## config.mk

```make
export PLATFORM = sky130hd
export DESIGN_NAME = fp_unpack
export DESIGN_NICKNAME = d
export VERILOG_FILES = /design/src/rtl/fpu_pkg.sv /design/src/rtl/lzc23.sv /design/src/rtl/fp_unpack.sv
export SDC_FILE = /design/constraint.sdc
export NUM_CORES = 1
export LEC_CHECK = 0
export CAP_MARGIN = 20
export CORE_MARGIN = 4
export CORE_UTILIZATION = 55
export DETAILED_ROUTE_END_ITERATION = 8
export PLACE_DENSITY = 0.87
export SETUP_SLACK_MARGIN = 0.3
export SLEW_MARGIN = 20
export SYNTH_ARGS = -nofsm -noshare
export SYNTH_HDL_FRONTEND = slang
export SYNTH_SLANG_ARGS = --single-unit
```

## constraint.sdc

```tcl
create_clock -name clk -period 4.7 [get_ports clk]
set_clock_uncertainty 0.05 [all_clocks]
set_input_delay 0.705 -clock clk [delete_from_list [all_inputs] [get_ports clk]]
set_output_delay 0.705 -clock clk [all_outputs]
set_load 0.05 [all_outputs]
```

## src/rtl/fpu_pkg.sv

```systemverilog
// Shared FP32 field constants, FCLASS bit positions and the unpacked-operand record
// used by fp_unpack and its consumers.
package fpu_pkg;

  localparam int FCLASS_NEG_INF  = 0;
  localparam int FCLASS_NEG_NORM = 1;
  localparam int FCLASS_NEG_SUB  = 2;
  localparam int FCLASS_NEG_ZERO = 3;
  localparam int FCLASS_POS_ZERO = 4;
  localparam int FCLASS_POS_SUB  = 5;
  localparam int FCLASS_POS_NORM = 6;
  localparam int FCLASS_POS_INF  = 7;
  localparam int FCLASS_SNAN     = 8;
  localparam int FCLASS_QNAN     = 9;

  localparam int FP32_BIAS     = 127;
  localparam int FP32_EMAX_EXP = 255;

  typedef struct packed {
    logic        sign;
    logic [9:0]  exp;
    logic [23:0] sig;
    logic [9:0]  fclass;
    logic        exception;
  } fp_unpacked_t;

  // One-hot FCLASS mask of a raw FP32 word (subnormals reported as subnormal).
  function automatic logic [9:0] fp32_class(input logic [31:0] x);
    logic [9:0] c;
    c = '0;
    if (x[30:23] == 8'(FP32_EMAX_EXP)) begin
      if (x[22:0] == '0)  c[x[31] ? FCLASS_NEG_INF : FCLASS_POS_INF] = 1'b1;
      else if (x[22])     c[FCLASS_QNAN] = 1'b1;
      else                c[FCLASS_SNAN] = 1'b1;
    end else if (x[30:23] == '0) begin
      if (x[22:0] == '0)  c[x[31] ? FCLASS_NEG_ZERO : FCLASS_POS_ZERO] = 1'b1;
      else                c[x[31] ? FCLASS_NEG_SUB : FCLASS_POS_SUB] = 1'b1;
    end else begin
      c[x[31] ? FCLASS_NEG_NORM : FCLASS_POS_NORM] = 1'b1;
    end
    return c;
  endfunction

endpackage

```

## src/rtl/lzc23.sv

```systemverilog
// Combinational leading-zero counter for a 23-bit mantissa; all-zero input gives 23.
module lzc23 (
  input  logic [22:0] i_m,
  output logic [4:0]  o_cnt
);

  // Ascending scan: the highest set bit is the last one to write the count.
  always_comb begin
    o_cnt = 5'd23;
    for (int i = 0; i < 23; i++) begin
      if (i_m[i]) o_cnt = 5'(22 - i);
    end
  end

endmodule

```

## src/rtl/fp_unpack.sv

```systemverilog
// Two-stage FP32 unpack/classify pipeline with valid/ready handshake.
// Define FP_UNPACK_FTZ_EN to flush subnormal operands to signed zero.
module fp_unpack
  import fpu_pkg::*;
(
  input  logic        clk,
  input  logic        rst,
  input  logic        in_valid,
  output logic        in_ready,
  input  logic [31:0] x,
  output logic        out_valid,
  input  logic        out_ready,
  output logic        sign,
  output logic [9:0]  exp,
  output logic [23:0] sig,
  output logic [9:0]  fclass,
  output logic        exception
);

  logic         r_s1_valid;
  logic [31:0]  r_s1_x;
  logic [9:0]   r_s1_class;
  logic         r_s2_valid;
  fp_unpacked_t r_s2;
  fp_unpacked_t w_s2_next;
  logic [9:0]   w_class;
  logic         w_load1;
  logic         w_load2;
  logic [7:0]   w_e;
  logic [22:0]  w_m;

  assign w_load2  = r_s1_valid && (!r_s2_valid || out_ready);
  assign in_ready = !r_s1_valid || w_load2;
  assign w_load1  = in_valid && in_ready;

  always_comb begin
    w_class = fp32_class(x);
`ifdef FP_UNPACK_FTZ_EN
    if (w_class[FCLASS_NEG_SUB] || w_class[FCLASS_POS_SUB]) begin
      w_class = '0;
      w_class[x[31] ? FCLASS_NEG_ZERO : FCLASS_POS_ZERO] = 1'b1;
    end
`endif
  end

  always_ff @(posedge clk) begin
    if (rst) begin
      r_s1_valid <= 1'b0;
      r_s1_x     <= '0;
      r_s1_class <= '0;
    end else if (w_load1) begin
      r_s1_valid <= 1'b1;
      r_s1_x     <= x;
      r_s1_class <= w_class;
    end else if (w_load2) begin
      r_s1_valid <= 1'b0;
    end
  end

`ifndef FP_UNPACK_FTZ_EN
  logic [4:0] w_lzc;
  logic [4:0] r_s1_lzc;

  lzc23 u_lzc (
    .i_m   (x[22:0]),
    .o_cnt (w_lzc)
  );

  always_ff @(posedge clk) begin
    if (rst)          r_s1_lzc <= '0;
    else if (w_load1) r_s1_lzc <= w_lzc;
  end
`endif

  assign w_e = r_s1_x[30:23];
  assign w_m = r_s1_x[22:0];

  // Zero (and flushed subnormals) fall through to the all-zero default.
  always_comb begin
    w_s2_next           = '0;
    w_s2_next.sign      = r_s1_x[31];
    w_s2_next.fclass    = r_s1_class;
    w_s2_next.exception = r_s1_class[FCLASS_SNAN];
    if (w_e == 8'(FP32_EMAX_EXP)) begin
      w_s2_next.exp = 10'd128;
      w_s2_next.sig = {1'b1, w_m};
    end else if (w_e != 8'd0) begin
      w_s2_next.exp = {2'b00, w_e} - 10'(FP32_BIAS);
      w_s2_next.sig = {1'b1, w_m};
    end
`ifndef FP_UNPACK_FTZ_EN
    else if (w_m != '0) begin
      w_s2_next.exp = 10'(-FP32_BIAS) - {5'b00000, r_s1_lzc};
      w_s2_next.sig = {w_m, 1'b0} << r_s1_lzc;
    end
`endif
  end

  always_ff @(posedge clk) begin
    if (rst) begin
      r_s2_valid <= 1'b0;
      r_s2       <= '0;
    end else if (w_load2) begin
      r_s2_valid <= 1'b1;
      r_s2       <= w_s2_next;
    end else if (out_ready) begin
      r_s2_valid <= 1'b0;
    end
  end

  assign out_valid = r_s2_valid;
  assign sign      = r_s2.sign;
  assign exp       = r_s2.exp;
  assign sig       = r_s2.sig;
  assign fclass    = r_s2.fclass;
  assign exception = r_s2.exception;

endmodule

```

==> out/results.ini, run 1 <==
[global_route]
grt_first_pass_wirelength_um=24090
antenna_found_initial=0
grtUsageTotal_pct=26.24
grt_pass1_vias=4905
grt_max_degree=56
grt-ovfl-total=0

[worst_setup_path]
worst-endpoint-required_ns=3.94
crit_slowest_cell=clkdlybuf4s50_1
cpPeakStageDelay_ns=0.73
critical_path_buf_inv_count=2
cp.arrival_ns=2.36
start_kind=input pin
path_delay_family=buffers and inverters
endpoint_kind=primary output
worstPathCellList=clkdlybuf4s50_1 -> nor2b_1 -> nand2_1 -> clkdlybuf4s50_1
worst_path_most_repeated_cell=clkdlybuf4s50_1
crit_fanout=5
critPathKind=in -> out

[cts]
ctsResizeCount=0
cts_setup_buffers=0
cts_hold_buffers=0
clock-sinks=93
numCtsBuffers=9
max-clock-path-buffers=2
cts_tree=done
clock_latency_ns=0.36
htree_levels=3
cts.clk_slew.worst_paths_ns=0.10
root_buffer=clkbuf_8

[timing]
slew_violations=0
layout_min_cycle_time_ns=3.113
tns_ns=0
tightestPinTransition_ns=1.068
rsz0062_at_grt=no
maxSlewHeadroom_pct=28.81
setup_slack_ns=1.587
finalCritPeriodShare_pct=66.24
clock.fmax_mhz=321.2
setup_viol_count_final=0
hold_violations=0

[synth]
ys_seq_area_share_pct=35.42
ys_types=62
syn-instance-count=646
synth_seq_cells=93
synth_ff_type=dfxtp_1
netlist_area_mm2=0.005256
synthArstFlopShare_pct=0
syn-num-nets=685
synth_edf_count=0
avgSynthCellArea_um2=8.137
yosysWarningCount=0

[routing]
top_layer=met4
drcViolationCount=0
avgRoutedWirePerCell_um=17.64
drtPass1Iterations=5
route.met3.wl_um=1244
met2_length_um=6933
wl_met1_um=6205
drt_iter0_markers=419
via_per_inst=6.275
ant_nets=0
wirelength_um=14750
route.vias.total=5246

[die]
start_util_pct=56.62
die-area_mm2=0.01119
io_pins=84
core_mm2=0.009284
die_h_um=105.8
die_w_um=105.8
placementRows=35

[cells_and_area]
fin_util_pct=67.63
num_antenna_cells=0
syn_to_final_growth_pct=19.45
n_fill_cell=771
final_nets=741
drive_above_1_share_pct=9.618

[job]
maxCapViolCount=0

[placement]
gp_congestion=0.9994
dp_hpwl_um=10870
portBuffers=83
dpl_worst_slack_ns=1.479

[run_status]
status=finished, final reports clean

[worst_hold_path]
hold_class=reg -> reg

[power_and_ir_drop]
leakagePower_nw=2.165
p_per_area_mw_per_mm2=281.9
peakVddDrop_uv=191.6

-- stage by stage --
step,hold slack [ns],instances,cell area [um2],power [W]
final,0.4015,836,6279,0.001770
after global routing,0.4259,836,6279,0.001844
after CTS,0.4065,836,6279,0.001773
after detailed placement,0.3851,820,6088,0.001271
after global placement,0.3838,820,6088,0.001260
after floorplan,0.3821,646,5256,0.001137
-- report_power, final --
part	internal [W]	total (W)	switching [W]
sequential	0.000823	0.000875	0.0000513
combinational	0.000151	0.000384	0.000233
clock	0.000204	0.000512	0.000307
total	0.00118	0.00177	0.000591
-- metal layers --
metal,GRT usage (%),vias to the layer above
li1,-,2454
met1,35.51,2442
met2,43.26,309
met3,4.042,41
met4,8.048,0
met5,0,-
-- layout make-up --
type	count	area [um2]	area share (%)
inverters	12	45.04	0.7174
repair buffers	94	908.4	14.47
clock inverters	7	66.31	1.056
flip-flops and latches	93	1862	29.65
clock buffers	9	123.9	1.973
multi-input cells	492	3112	49.56
well taps	129	161.4	2.571
-- placed cells by master, fill, tap and decap left out, types with 4 or more instances in the layout --
master	n
nand2_1	124
dfxtp_1	93
clkdlybuf4s50_1	82
a21oi_1	71
nor2_1	65
nor3_1	31
o21ai_0	24
mux4_2	18
mux2i_1	17
nand3_1	13
nor4_1	12
a221oi_1	12
buf_4	11
inv_1	10
clkbuf_8	9
a22o_1	7
a31oi_1	6
nand2b_1	5
nand4_1	5
or3_1	5
mux2_4	5
a211oi_1	5
a22oi_1	4
mux2_2	4
xnor2_1	4
o22ai_1	4
-- synthesized netlist by cell type (all sizes together) (3+ instances only) --
| master | instances | share of area, % |
|---|---|---|
| clkbuf | 24 | 1.7 |
| a22o | 7 | 1.2 |
| buf | 25 | 2.9 |
| a22oi | 4 | 0.57 |
| nor2 | 66 | 4.8 |
| nand2 | 124 | 8.9 |
| nor4 | 12 | 1.4 |
| a21oi | 72 | 6.9 |
| o21ai | 28 | 2.7 |
| nand4 | 5 | 0.60 |
| a221oi | 15 | 2.9 |
| dfxtp | 93 | 35 |
| a211oi | 6 | 0.95 |
| nand2b | 5 | 0.60 |
| ha | 3 | 0.71 |
| xnor2 | 4 | 0.67 |
| nand3 | 13 | 1.2 |
| nor2b | 3 | 0.36 |
| mux2 | 10 | 2.5 |
| mux2i | 18 | 3.5 |
| inv | 11 | 0.79 |
| o22ai | 4 | 0.48 |
| a2111oi | 5 | 1.2 |
| mux4 | 20 | 8.7 |
| a31oi | 6 | 0.71 |
| or3 | 5 | 0.60 |
| nor3 | 33 | 3.3 |
-- kinds of logic after synthesis --
family | after synthesis | share of synthesized area, %
compound gates | 163 | 20.09
fa+ha+maj | 3 | 0.7142
xor+xnor | 5 | 0.8331
simple gates | 273 | 22.73
flops | 93 | 35.42
mux | 48 | 14.71
buf+inv | 61 | 5.499
-- flip-flops by register name, summed over array words and instances (netlist names) --
register / count
fclass: 10
out_valid: 1
sig: 24
r_s1_class: 10
r_s1_lzc: 5
r_s1_valid: 1
sign: 1
exp: 9
r_s1_x: 32
-- path summary, 6_finish.rpt --
| kind | startpoint | cells after the start | slack [ns] | to |
|---|---|---|---|---|
| max reg2reg | r_s1_lzc[0] | 6 | 1.72 | sig[23] |
| max | out_ready | 4 | 1.59 | in_ready |
| min | exp[5] | 2 | 0.40 | exp[5] |
| min reg2reg | exp[5] | 2 | 0.40 | exp[5] |
-- tightest hold or removal path, delay by kind of cell (launching register included) --
| family | cells | cell delay (ns) |
|---|---|---|
| flip-flops | 1 | 0.33 |
| AND/OR/NAND/NOR | 2 | 0.09 |
Power figures use the tool's default switching activity.
==> inputs of run 2 (changes only) <==
CORE_UTILIZATION = 54   (was 55)
PLACE_DENSITY = 0.85   (was 0.87)
clock period = 3.1 ns   (was 4.7 ns; I/O delays follow)
==> run 2 against run 1 <==
  * Combinational power grew 59%
  * Die area rose by 1.7%
  * Critical endpoint unchanged
  * Power grew 56%
  * Sequential power increased by 51%
  * Final cell count rose by 1.2%
  * Largest power group unchanged
  * Highest routed layer unchanged
  * Global-route usage is 0.93 points higher
==> out/results.ini, run 2 (synthesis results as in run 1) <==
[worst_hold_path]
min_to=exp[5]
hold_depth=2  ; unchanged
hp-start=exp[5]
hold_class=reg -> reg

[cts]
cts_setup_buffers=0  ; unchanged
clock-sinks=93  ; unchanged
numCtsBuffers=9  ; unchanged
clock_latency_ns=0.37  ; about the same
cts_hold_buffers=0  ; unchanged
cts.clk_slew.worst_paths_ns=0.11  ; about the same
cts_tree=done
max-clock-path-buffers=2  ; unchanged
htree_levels=3  ; unchanged
ctsResizeCount=0  ; unchanged
root_buffer=clkbuf_8

[placement]
dp_hpwl_um=11220  ; +3.2%
dpl_worst_slack_ns=0.4959  ; -0.9827 ns
portBuffers=83  ; unchanged
gp_congestion=0.9208  ; -7.9%
dp_cells=830  ; +1.2%

[global_route]
grt_first_pass_wirelength_um=25210  ; +4.6%
grt-ovfl-total=0  ; unchanged
grtUsageTotal_pct=27.17  ; +0.93 points
grt_pass1_vias=5073  ; +3.4%
antenna_found_initial=0  ; unchanged
grt_max_degree=62  ; +11%

[timing]
finalCritPeriodShare_pct=83.94
setup_slack_ns=0.4979  ; -1.089 ns
slew_violations=0  ; unchanged
layout_min_cycle_time_ns=2.602
tightestPinTransition_ns=0.8272  ; -0.2407 ns
setup_viol_count_final=0  ; unchanged
rsz0062_at_grt=no
tns_ns=0  ; unchanged
maxSlewHeadroom_pct=44.78  ; +16 points
clock.fmax_mhz=384.3
hold_violations=0  ; unchanged

[power_and_ir_drop]
p_per_area_mw_per_mm2=432.8  ; +54%
leakagePower_nw=2.230  ; +3.0%
peakVddDrop_uv=295.2  ; +54%

[die]
die-area_mm2=0.01138  ; +1.7%
core_mm2=0.009371  ; +0.94%
placementRows=35  ; unchanged
die_h_um=106.7  ; +0.85%
io_pins=84  ; unchanged
start_util_pct=56.09  ; -0.53 points
die_w_um=106.7  ; +0.85%

[worst_setup_path]
reg2reg_depth=6  ; unchanged
r2r-end=sig[23]
start_kind=input pin
r2r_slack_ns=0.54  ; -1.18 ns
r2r_start=r_s1_lzc[0]
endpoint_kind=primary output
crit_fanout=5  ; unchanged
worst-endpoint-required_ns=2.58  ; -1.36 ns
cp.arrival_ns=2.09  ; -0.27 ns
critPathKind=in -> out

[routing]
drt_iter0_markers=477  ; +14%
wl_met1_um=6480  ; +4.4%
top_layer=met4
route.vias.total=5289  ; +0.82%
wirelength_um=15270  ; +3.5%
route.met3.wl_um=1372  ; +10%
met2_length_um=7075  ; +2.0%
via_per_inst=6.252  ; -0.37%
ant_nets=0  ; unchanged
drcViolationCount=0  ; unchanged
drtPass1Iterations=6  ; +1
avgRoutedWirePerCell_um=18.04  ; +2.3%

[cells_and_area]
fin_util_pct=68.22  ; +0.60 points
final_common_cell=nand2_1
num_antenna_cells=0  ; unchanged
final_nets=751  ; +1.3%
top_register=r_s1_x
drive_above_1_share_pct=10.88  ; +1.3 points
fin_cells=846  ; +1.2%
n_fill_cell=801  ; +3.9%
multi_input_area_mm2=0.003112  ; unchanged
regArea_mm2=0.001862  ; unchanged
largest_reg_flops=32  ; unchanged
final_cell_mix=nand2_1 (124), dfxtp_1 (93), clkdlybuf4s50_1 (82)
syn_to_final_growth_pct=21.64

[job]
maxCapViolCount=0  ; unchanged

[run_status]
status=finished, final reports clean

[run 2: worst max-delay path, stage by stage]
cell and delay [ns]:
clkdlybuf4s50_1 0.41, nor2b_1 0.32, nand2_1 0.16, clkdlybuf4s50_1 0.73
[run 2: layout make-up]
class	instances	share of cell area [%]
well taps	129	2.524
inverters	12	0.7045
clock inverters	7	1.272
flip-flops and latches	93	29.12
repair buffers	104	15.77
clock buffers	9	1.937
multi-input cells	492	48.67
[run 2: layer usage]
metal / GRT usage [%] / vias to the layer above
li1: - / 2468
met1: 37.73 / 2473
met2: 43.39 / 309
met3: 3.913 / 39
met4: 9.498 / 0
met5: 0 / -
[run 2: how the worst max path moves through the flow]
stage | startpoint | end | cells past startpoint
2_1_floorplan | out_valid | r_s1_class[2] | 7
3_3_place_gp | x[15] | r_s1_class[7] | 7
3_5_place_dp | out_ready | in_ready | 4
4_1_cts | out_ready | in_ready | 4
5_1_grt | r_s1_x[23] | exp[5] | 8
6_report | out_ready | in_ready | 4
[run 2: metrics by stage]
step                      hold slack (ns)  total power, W  instance area, um2
after floorplan                    0.3821        0.001724                5256
after global placement             0.3828        0.001931                6188
after detailed placement           0.3879        0.001947                6188
after CTS                          0.4035        0.002767                6394
after global routing               0.4212        0.002881                6394
final                              0.4057        0.002767                6394
[run 2: report_power, final]
part           leakage [nW]  internal, W  switching (W)  total [W]
Clock                 0.105     0.000329       0.000510   0.000839
Combinational          1.36     0.000242       0.000368   0.000610
Sequential            0.761      0.00125      0.0000699    0.00132
==> variant (settings of run 2) <==
The package constant `FCLASS_NEG_ZERO` goes from 3 to 2.
--- a/src/rtl/fpu_pkg.sv
+++ b/src/rtl/fpu_pkg.sv
@@ -5,7 +5,7 @@
   localparam int FCLASS_NEG_INF  = 0;
   localparam int FCLASS_NEG_NORM = 1;
   localparam int FCLASS_NEG_SUB  = 2;
-  localparam int FCLASS_NEG_ZERO = 3;
+  localparam int FCLASS_NEG_ZERO = 2;
   localparam int FCLASS_POS_ZERO = 4;
   localparam int FCLASS_POS_SUB  = 5;
   localparam int FCLASS_POS_NORM = 6;
Function: changed (Yosys sat finds a counterexample within 4 cycles, from zero or initial values and one cycle with rst high).
==> variant against run 2 <==
- final cell count is 2.0% lower
- register-to-register slack better by 0.15 ns
- setup slack better by 0.078 ns
- highest routed layer unchanged
- count of clock-buffer cells in the layout stayed put
- largest power group unchanged
- wire length is 7.5% lower
- synthesized area is 2.6% lower
- design area is 3.3% lower
- critical path depth stayed put
- first-iteration DRC count is 35% lower
- core utilization is 1.3 points lower
- sequential cell count is 2 lower
- non-clock buffer count is 8 lower
- power is 3.0% lower
==> variant: results (changes against run 2) <==
- Outcome: finished clean (unchanged)
- Initial DRC count: 312 (was 477)
- Avg Cell Area, Syn: 8.05 sq um (was 8.14 sq um)
- Crit path DAT: 2.01 ns (was 2.09 ns)
- Num CTS Buffers: 9 (unchanged)
- HP Start: r_s1_class[1]$_SDFFE_PP0P_ (was exp[5]$_SDFFE_PP0P_)
- Layout net count: 734 (was 751)
- Maximum vdd drop: 0.234 mV (was 0.295 mV)
- HP Class: reg -> reg (unchanged)
- Pleak: 2.15 nW (was 2.23 nW)
- Global route overflow: 0 (unchanged)
- FF-to-FF path depth: 7 (was 6)
- Tightest Pin Transition: 0.567 ns (was 0.827 ns)
- Gr usage total: 0.257 (was 0.272)
- Register area share after synthesis: 0.356 (was 0.354)
- Synth area leaders: dfxtp_1 (36%), nand2_1 (9.7%), a21oi_1 (6.5%) (was dfxtp_1 (35%), nand2_1 (8.9%), mux4_2 (7.7%))
- WHS Endpoint: r_s1_class[1]$_SDFFE_PP0P_ (was exp[5]$_SDFFE_PP0P_)
- Final GP Congestion: 0.928 (was 0.921)
- Initial DRT Pass Iterations: 5 (was 6)
- Fill cell count: 781 (was 801)
- Pre-CTS WS: 0.566 ns (was 0.496 ns)
- Vias in the first global route: 4622 (was 5073)
- Share of post-route cells with drive strength above 1: 0.0914 (was 0.109)
- Netlist cell types: 61 (was 62)
- DP HPWL: 10.5 mm (was 11.2 mm)
- Syn nets: 675 (was 685)
- Hold depth: 2 (unchanged)
- Via Count: 5000 (was 5289)
- Placed Instances: 813 (was 830)
- Largest net degree at the start of global routing: 42 (was 62)
- Ys async rst share: 0 (unchanged)
- Final Critical Period: 2.52 ns (was 2.60 ns)
- Post-synth top cells: nand2_1 (132), dfxtp_1 (91), a21oi_1 (67) (was nand2_1 (124), dfxtp_1 (93), a21oi_1 (72))
- Worst-Skew Late Latency: 0.37 ns (about the same)
- Drt total wl: 14.1 mm (was 15.3 mm)
- Avg Vias per Cell: 6.03 (was 6.25)
- PortBufs: 82 (was 83)
- Setup slack, reg-to-reg: 0.69 ns (was 0.54 ns)
- R2r endpoint: sig[20]$_SDFFE_PP0P_ (was sig[23]$_SDFFE_PP0P_)
- First-pass GRT wire length: 23.4 mm (was 25.2 mm)
==> variant: worst max-delay path, cell delays in order <==
cell	delay, ns
clkdlybuf4s50_1	0.41
nor2b_1	0.29
nand2_1	0.13
clkdlybuf4s50_1	0.72
==> variant: logic make-up after synthesis <==
| kind of cell | count (synthesis) | synth area share |
|---|---|---|
| mux | 44 | 0.124 |
| compound gates | 156 | 0.194 |
| other cells | 1 | 0.000732 |
| buf+inv | 61 | 0.0560 |
| flops | 91 | 0.356 |
| simple gates | 275 | 0.253 |
| fa+ha+maj | 3 | 0.00733 |
| xor+xnor | 5 | 0.00855 |
==> variant: layer usage <==
layer | track usage | part of all wire | up-vias
met2 | 0.413 | 0.46 | 217
li1 | - | - | 2419
met4 | 0.0825 | 0.022 | 0
met5 | 0 | 0 | -
met3 | 0.0435 | 0.076 | 21
met1 | 0.353 | 0.44 | 2343
==> variant: report_power, final <==
| group | switching, W | total [W] | internal, W | leakage (nW) |
|---|---|---|---|---|
| combinational | 0.000370 | 0.000608 | 0.000239 | 1.31 |
| sequential | 0.0000667 | 0.00129 | 0.00122 | 0.745 |
| clock | 0.000473 | 0.000786 | 0.000312 | 0.0915 |
| total | 0.000910 | 0.00269 | 0.00178 | 2.15 |
==> variant: cell type report <==
cell class,count,area [sq um],area share
clock buffer,9,124,0.0200
sequential,91,1820,0.295
clock inverter,7,68.8,0.0111
inverter,13,48.8,0.00789
multi-input combinational,484,3010,0.487
tap,129,161,0.0261
timing repair buffer,96,946,0.153
==> variant: stage by stage <==
step | cell area, sq um | hold slack (ns) | total power, W
after detailed placement | 5990 | 0.394 | 0.00192
after global routing | 6180 | 0.430 | 0.00281
final | 6180 | 0.410 | 0.00269
after CTS | 6180 | 0.410 | 0.00269
after floorplan | 5120 | 0.382 | 0.00171
after global placement | 5990 | 0.389 | 0.00191
